**src/rtl/demux_1_n_hs_v.sv**
```systemverilog
// demux_1_n_hs_v: registered 1-to-N valid/ready demultiplexer with addressed and round-robin steering
module demux_1_n_hs_v #(
    parameter int WIDTH = 4,
    parameter int N_CH  = 4,
    parameter int SEL_W = 2
) (
    input  logic                  i_clk,
    input  logic                  i_rst_n,
    input  logic                  i_cs,
    input  logic                  i_n_cs_0,
    input  logic                  i_n_cs_1,
    input  logic                  i_mode,
    input  logic [SEL_W-1:0]      i_sel,
    input  logic [WIDTH-1:0]      i_data,
    input  logic                  i_valid,
    output logic                  o_ready,
    output logic [N_CH*WIDTH-1:0] o_data,
    output logic [N_CH-1:0]       o_valid,
    input  logic [N_CH-1:0]       i_ready,
    output logic [SEL_W-1:0]      o_rr_ptr,
    output logic                  o_err
);
    localparam logic [SEL_W:0]   NCH  = (SEL_W+1)'(N_CH);
    localparam logic [SEL_W-1:0] LAST = SEL_W'(N_CH - 1);

    logic             en;
    logic             in_range;
    logic             acc;
    logic [SEL_W-1:0] t;
    logic [N_CH-1:0]  hit;

    assign en       = i_cs & ~i_n_cs_0 & ~i_n_cs_1;
    assign t        = i_mode ? o_rr_ptr : i_sel;
    assign in_range = i_mode | ({1'b0, t} < NCH);
    assign o_ready  = en & in_range & |hit;
    assign acc      = i_valid & o_ready;

    // per-channel "target slot can take a beat": empty, or draining this edge
    always_comb begin
        hit = '0;
        for (int k = 0; k < N_CH; k++)
            hit[k] = (t == SEL_W'(k)) & (~o_valid[k] | i_ready[k]);
    end

    // channel registers: load beats priority over drain, so load+drain is bubble-free
    always_ff @(posedge i_clk) begin
        if (!i_rst_n) begin
            o_valid <= '0;
            o_data  <= '0;
        end else begin
            for (int k = 0; k < N_CH; k++) begin
                if (acc && t == SEL_W'(k)) begin
                    o_data[k*WIDTH +: WIDTH] <= i_data;
                    o_valid[k]               <= 1'b1;
                end else if (o_valid[k] && i_ready[k]) begin
                    o_valid[k] <= 1'b0;
                end
            end
        end
    end

    // round-robin pointer advances per accepted beat; error flags addressed beats past the last channel
    always_ff @(posedge i_clk) begin
        if (!i_rst_n) begin
            o_rr_ptr <= '0;
            o_err    <= 1'b0;
        end else begin
            if (acc && i_mode)
                o_rr_ptr <= (o_rr_ptr == LAST) ? '0 : o_rr_ptr + 1'b1;
            o_err <= en & i_valid & ~i_mode & ~in_range;
        end
    end
endmodule
```
**config.mk**
```make
export PLATFORM = sky130hd
export DESIGN_NAME = demux_1_n_hs_v
export DESIGN_NICKNAME = d
export VERILOG_FILES = /design/src/rtl/demux_1_n_hs_v.sv
export SDC_FILE = /design/constraint.sdc
export NUM_CORES = 1
export LEC_CHECK = 0
export CAP_MARGIN = 20
export CORE_MARGIN = 1
export CORE_UTILIZATION = 42
export DETAILED_ROUTE_END_ITERATION = 7
export GPL_ROUTABILITY_DRIVEN = 0
export PLACE_DENSITY = 0.8
export SLEW_MARGIN = 25
export SYNTH_ARGS = -nofsm -noshare
export SYNTH_HDL_FRONTEND = slang
export SYNTH_SLANG_ARGS = --single-unit
```
**constraint.sdc**
```tcl
create_clock -name i_clk -period 2.6 [get_ports i_clk]
set_input_delay 0.78 -clock i_clk [delete_from_list [all_inputs] [get_ports i_clk]]
set_output_delay 0.78 -clock i_clk [all_outputs]
set_load 0.01 [all_outputs]
```
== Word level (Yosys, flattened, before mapping) ==
Index checks and enable logic that the tools add are counted.
Widths: inputs -> output; s select.
Storage, ports and cells
  register bits: 22
  logic and storage cells: 57
Cells by class
  add/sub/neg operators: 1
  reductions and logical operators: 15
  mux-type cells: 10
  bitwise operators: 18
  eq/ne operators: 4
Operators with widths (number)
  $logic_and 1x1->1: 9
  $and 1x1->1: 8
  $mux 1: 8
  $reduce_bool 2->1: 4
  $eq 2x2->1 const B: 3
  $not 1->1: 6
  $mux 2: 2
  $or 1x1->1: 4
  $reduce_or 4->1: 1
  $add 2x1->2 const B: 1
  $eq 2x1->1 const B: 1
  $logic_not 2->1: 1

== Depth between registers and ports, before layout ==
  word-level depth: 8
  depth in mapped cells: 5
  mapped depth without buffers: 4

== Worst setup path before layout ==
Ideal clock, no wire load.
  path type: input port to output port
  start point: input port i_mode
  end point: output port o_ready
  data required time: 1.820 ns
  cell stages on the path: 4
  setup slack: -0.072 ns
  data arrival time: 1.892 ns
  cells stage by stage: mux2i_2 -> mux2i_1 -> mux2i_1 -> nor4b_1
On the way
  cells in the longest elaborated chain, start to end: 5
  elaborated cells between the ends (all ways): 11
RTL lines
  start: declaration: line 12  | input logic i_mode,
  $mux 2 *: line 33  | assign t = i_mode ? o_rr_ptr : i_sel;
  $eq 2x1->1, or another cell as far along: line 42  | hit[k] = (t == SEL_W'(k)) & (~o_valid[k] | i_ready[k]);
  $and 1x1->1: line 42
  $reduce_or 4->1 *: line 35  | assign o_ready = en & in_range & |hit;
  $and 1x1->1 *: line 35
  end: declaration: line 16  | output logic o_ready,
Every way passes the cells marked *; elsewhere a longest branch is shown, timed or not.

== Final worst setup path ==
Same ends and word-level chain as after synthesis.

==> reports/results.ini <==
[yosys]
synth_top_cell_area_share = 0.436
synth_flop_cell = dfxtp_1
synthTopCellsByCount = dfxtp_1 (22), mux2i_1 (21), nor2b_1 (18)
syn_area_um2 = 1010
async_flop_share = 0
synth_area_leaders = dfxtp_1 (44%), mux2i_1 (21%), nor2b_1 (11%)
ys_seq_elements = 22
ys_types = 26
yosysWarnings = 0
syn_nets = 112
syn_avg_cell_area_um2 = 10.7
synth_seq_area_share = 0.436
synthCells = 94
synth_edf_count = 0
synth.most_common_cell = dfxtp_1
synth_area_leader_cell = dfxtp_1

[power_and_ir_drop]
cellPowerDensity_nw_per_um2 = 366
p_leak_nw = 0.649
power_mw = 0.572
peakVddDrop_mv = 0.334

[clocking]
cts_buffers = 3
clock_latency_ps = 310
htree_levels = 1
cts_tree = done
clock-root-buffer = clkbuf_4
clkSinkCount = 22
path_clk_slew_ps = 110
postCtsHoldBufs = 0
cts_buffer_depth = 2

[floorplanning]
initial_core_util = 0.452
dieArea_um2 = 2600
die_w_um = 51.0
ios = 41
core_area_um2 = 2230
rows = 17
die_h_um = 51.0

[min_path]
hold_path.class = flip-flop to flip-flop

[timing]
slew-limit-headroom = 0.522
finalCritPeriodShare = 1.02
clock_skew_ps = 2.51
fin_ws_ps = -54.7
fmax_ghz = 0.377
worst_slew_pin_slew_ps = 714
finalSetupViolations = 1
slew_violations = 0
period_needed_ps = 2650
rsz0062_at_grt = true
finalHoldViolCount = 0

[grt]
grt_start_max_net_pins = 25
globalRoute.totalOverflow = 0
grt_pass1_wl_um = 4120
antenna_found_initial = 0
grt_pass1_vias = 900
grt_use_total = 0.214

[finish]
syn2layout_area_growth_pct = 55.0
drive_above_1_share = 0.200
nets = 165
n_antenna_cell = 0

[placed_design]
pre_cts_slack_ps = -941
hpwl_um = 1720
io_buffers = 39

[outcome]
violations = negative setup slack
outcome = complete, but fails checks

[drt]
drtIter0Drc = 6
dr_total_vias = 865
viasPerCell = 5.00
drt-wirelength-per-cell_um = 14.1
routed_wl_um = 2450
postRouteAntennaNets = 0
first_pass_iters = 4
drc_errors = 0

[worst_setup_path]
cp.arrival_ps = 1870
cp_data_required_time_ps = 1820
crit_path_end_kind = output port
rrSetupSlack_ps = 980
start_kind = primary input
crit_fanout = 3
worst-setup-path-type = primary input to output port

[job]
maxCapViolCount = 0

final timing paths:
kind              depth (start not counted)         from         end
setup / recovery                          6       i_mode     o_ready
hold / removal                            2    o_data[6]   o_data[6]
setup reg to reg                          7  o_rr_ptr[0]  o_data[15]
hold reg to reg                           2    o_data[6]   o_data[6]
layout by cell type, fill, tap and decap left out:
| cell | Yosys | final |
|---|---|---|
| dfxtp_1 | 22 | 22 |
| nand2_1 | 4 | 4 |
| a211oi_1 | 1 | 1 |
| or3b_2 | 1 | 1 |
| buf_8 | 0 | 1 |
| buf_4 | 1 | 13 |
| conb_1 | 1 | 1 |
| mux2_4 | 0 | 1 |
| dlygate4sd2_1 | 0 | 5 |
| nand3_1 | 1 | 1 |
| nand2b_1 | 3 | 1 |
| nand4_1 | 1 | 1 |
| mux2i_2 | 1 | 2 |
| ha_1 | 1 | 1 |
| clkdlybuf4s50_1 | 0 | 31 |
| nand3b_1 | 1 | 1 |
| nor2b_1 | 18 | 18 |
| nand4bb_1 | 1 | 1 |
| a21boi_0 | 3 | 3 |
| and4bb_2 | 1 | 1 |
| mux2i_4 | 0 | 1 |
| a21oi_1 | 1 | 1 |
| clkbuf_4 | 0 | 3 |
| nand2b_4 | 0 | 2 |
| nand4b_1 | 2 | 2 |
| buf_2 | 1 | 2 |
| nor4b_2 | 0 | 1 |
| nor4b_4 | 1 | 1 |
| o21a_1 | 1 | 1 |
| mux2i_1 | 21 | 19 |
| nor2_1 | 2 | 2 |
per-stage QoR:
| stage | utilization | cells | hold WS [ps] | instance area [µm²] | TNS [ps] |
|---|---|---|---|---|---|
| after global routing | 0.701 | 173 | 563 | 1570 | -90.0 |
| after CTS | 0.701 | 173 | 532 | 1570 | -106 |
| after global placement | 0.677 | 169 | 496 | 1510 | -825 |
| after floorplan | - | 94 | 517 | 1020 | 0 |
| after detailed placement | 0.677 | 169 | 500 | 1510 | -941 |
| final | 0.701 | 173 | 530 | 1570 | -54.7 |
area by class of cell:
class,count,area (µm²)
well taps,28,35.0
multi-input cells,68,591
repair buffers,52,477
clock buffers,3,22.5
fillers,173,668
flip-flops and latches,22,440
repair_timing:
item                                    CTS  global route
endpoints found under the hold margin     0             0
cloned                                    0             0
resized for setup                        26             0
pin swaps                                 1             1
endpoints found under the setup margin    1             1
buffers inserted                          1             0
kinds of logic after synthesis:
family / after synthesis / share of synthesized area
buffers and inverters: 4 / 0.0198
AND/OR/NAND/NOR: 37 / 0.253
adder cells (fa/ha/maj): 1 / 0.0124
flip-flops: 22 / 0.436
other: 1 / 0.00371
multiplexers: 23 / 0.233
AO/OA/AOI/OAI: 6 / 0.0421
where the power goes:
part / internal, mW / switching, mW
Sequential: 0.340 / 0.00208
Clock: 0.0542 / 0.101
Combinational: 0.0468 / 0.0283
Total: 0.441 / 0.131
state kept, by name, indices dropped and copies added, names as in the netlist:
register	count
o_rr_ptr	2
o_data	16
o_valid	4
worst max-delay path, stage by stage:
cell and delay [ps]:
buf_8 80, mux2i_4 270, mux2i_1 270, mux2i_2 110, nor4b_2 200, buf_2 160
metal layers:
metal / GRT usage / share of wire / vias up
li1: - / - / 427
met1: 0.256 / 0.42 / 396
met2: 0.373 / 0.49 / 37
met3: 0.0298 / 0.066 / 5
met4: 0.102 / 0.022 / 0
met5: 0 / 0 / -
(Power assumes the default switching activity.)
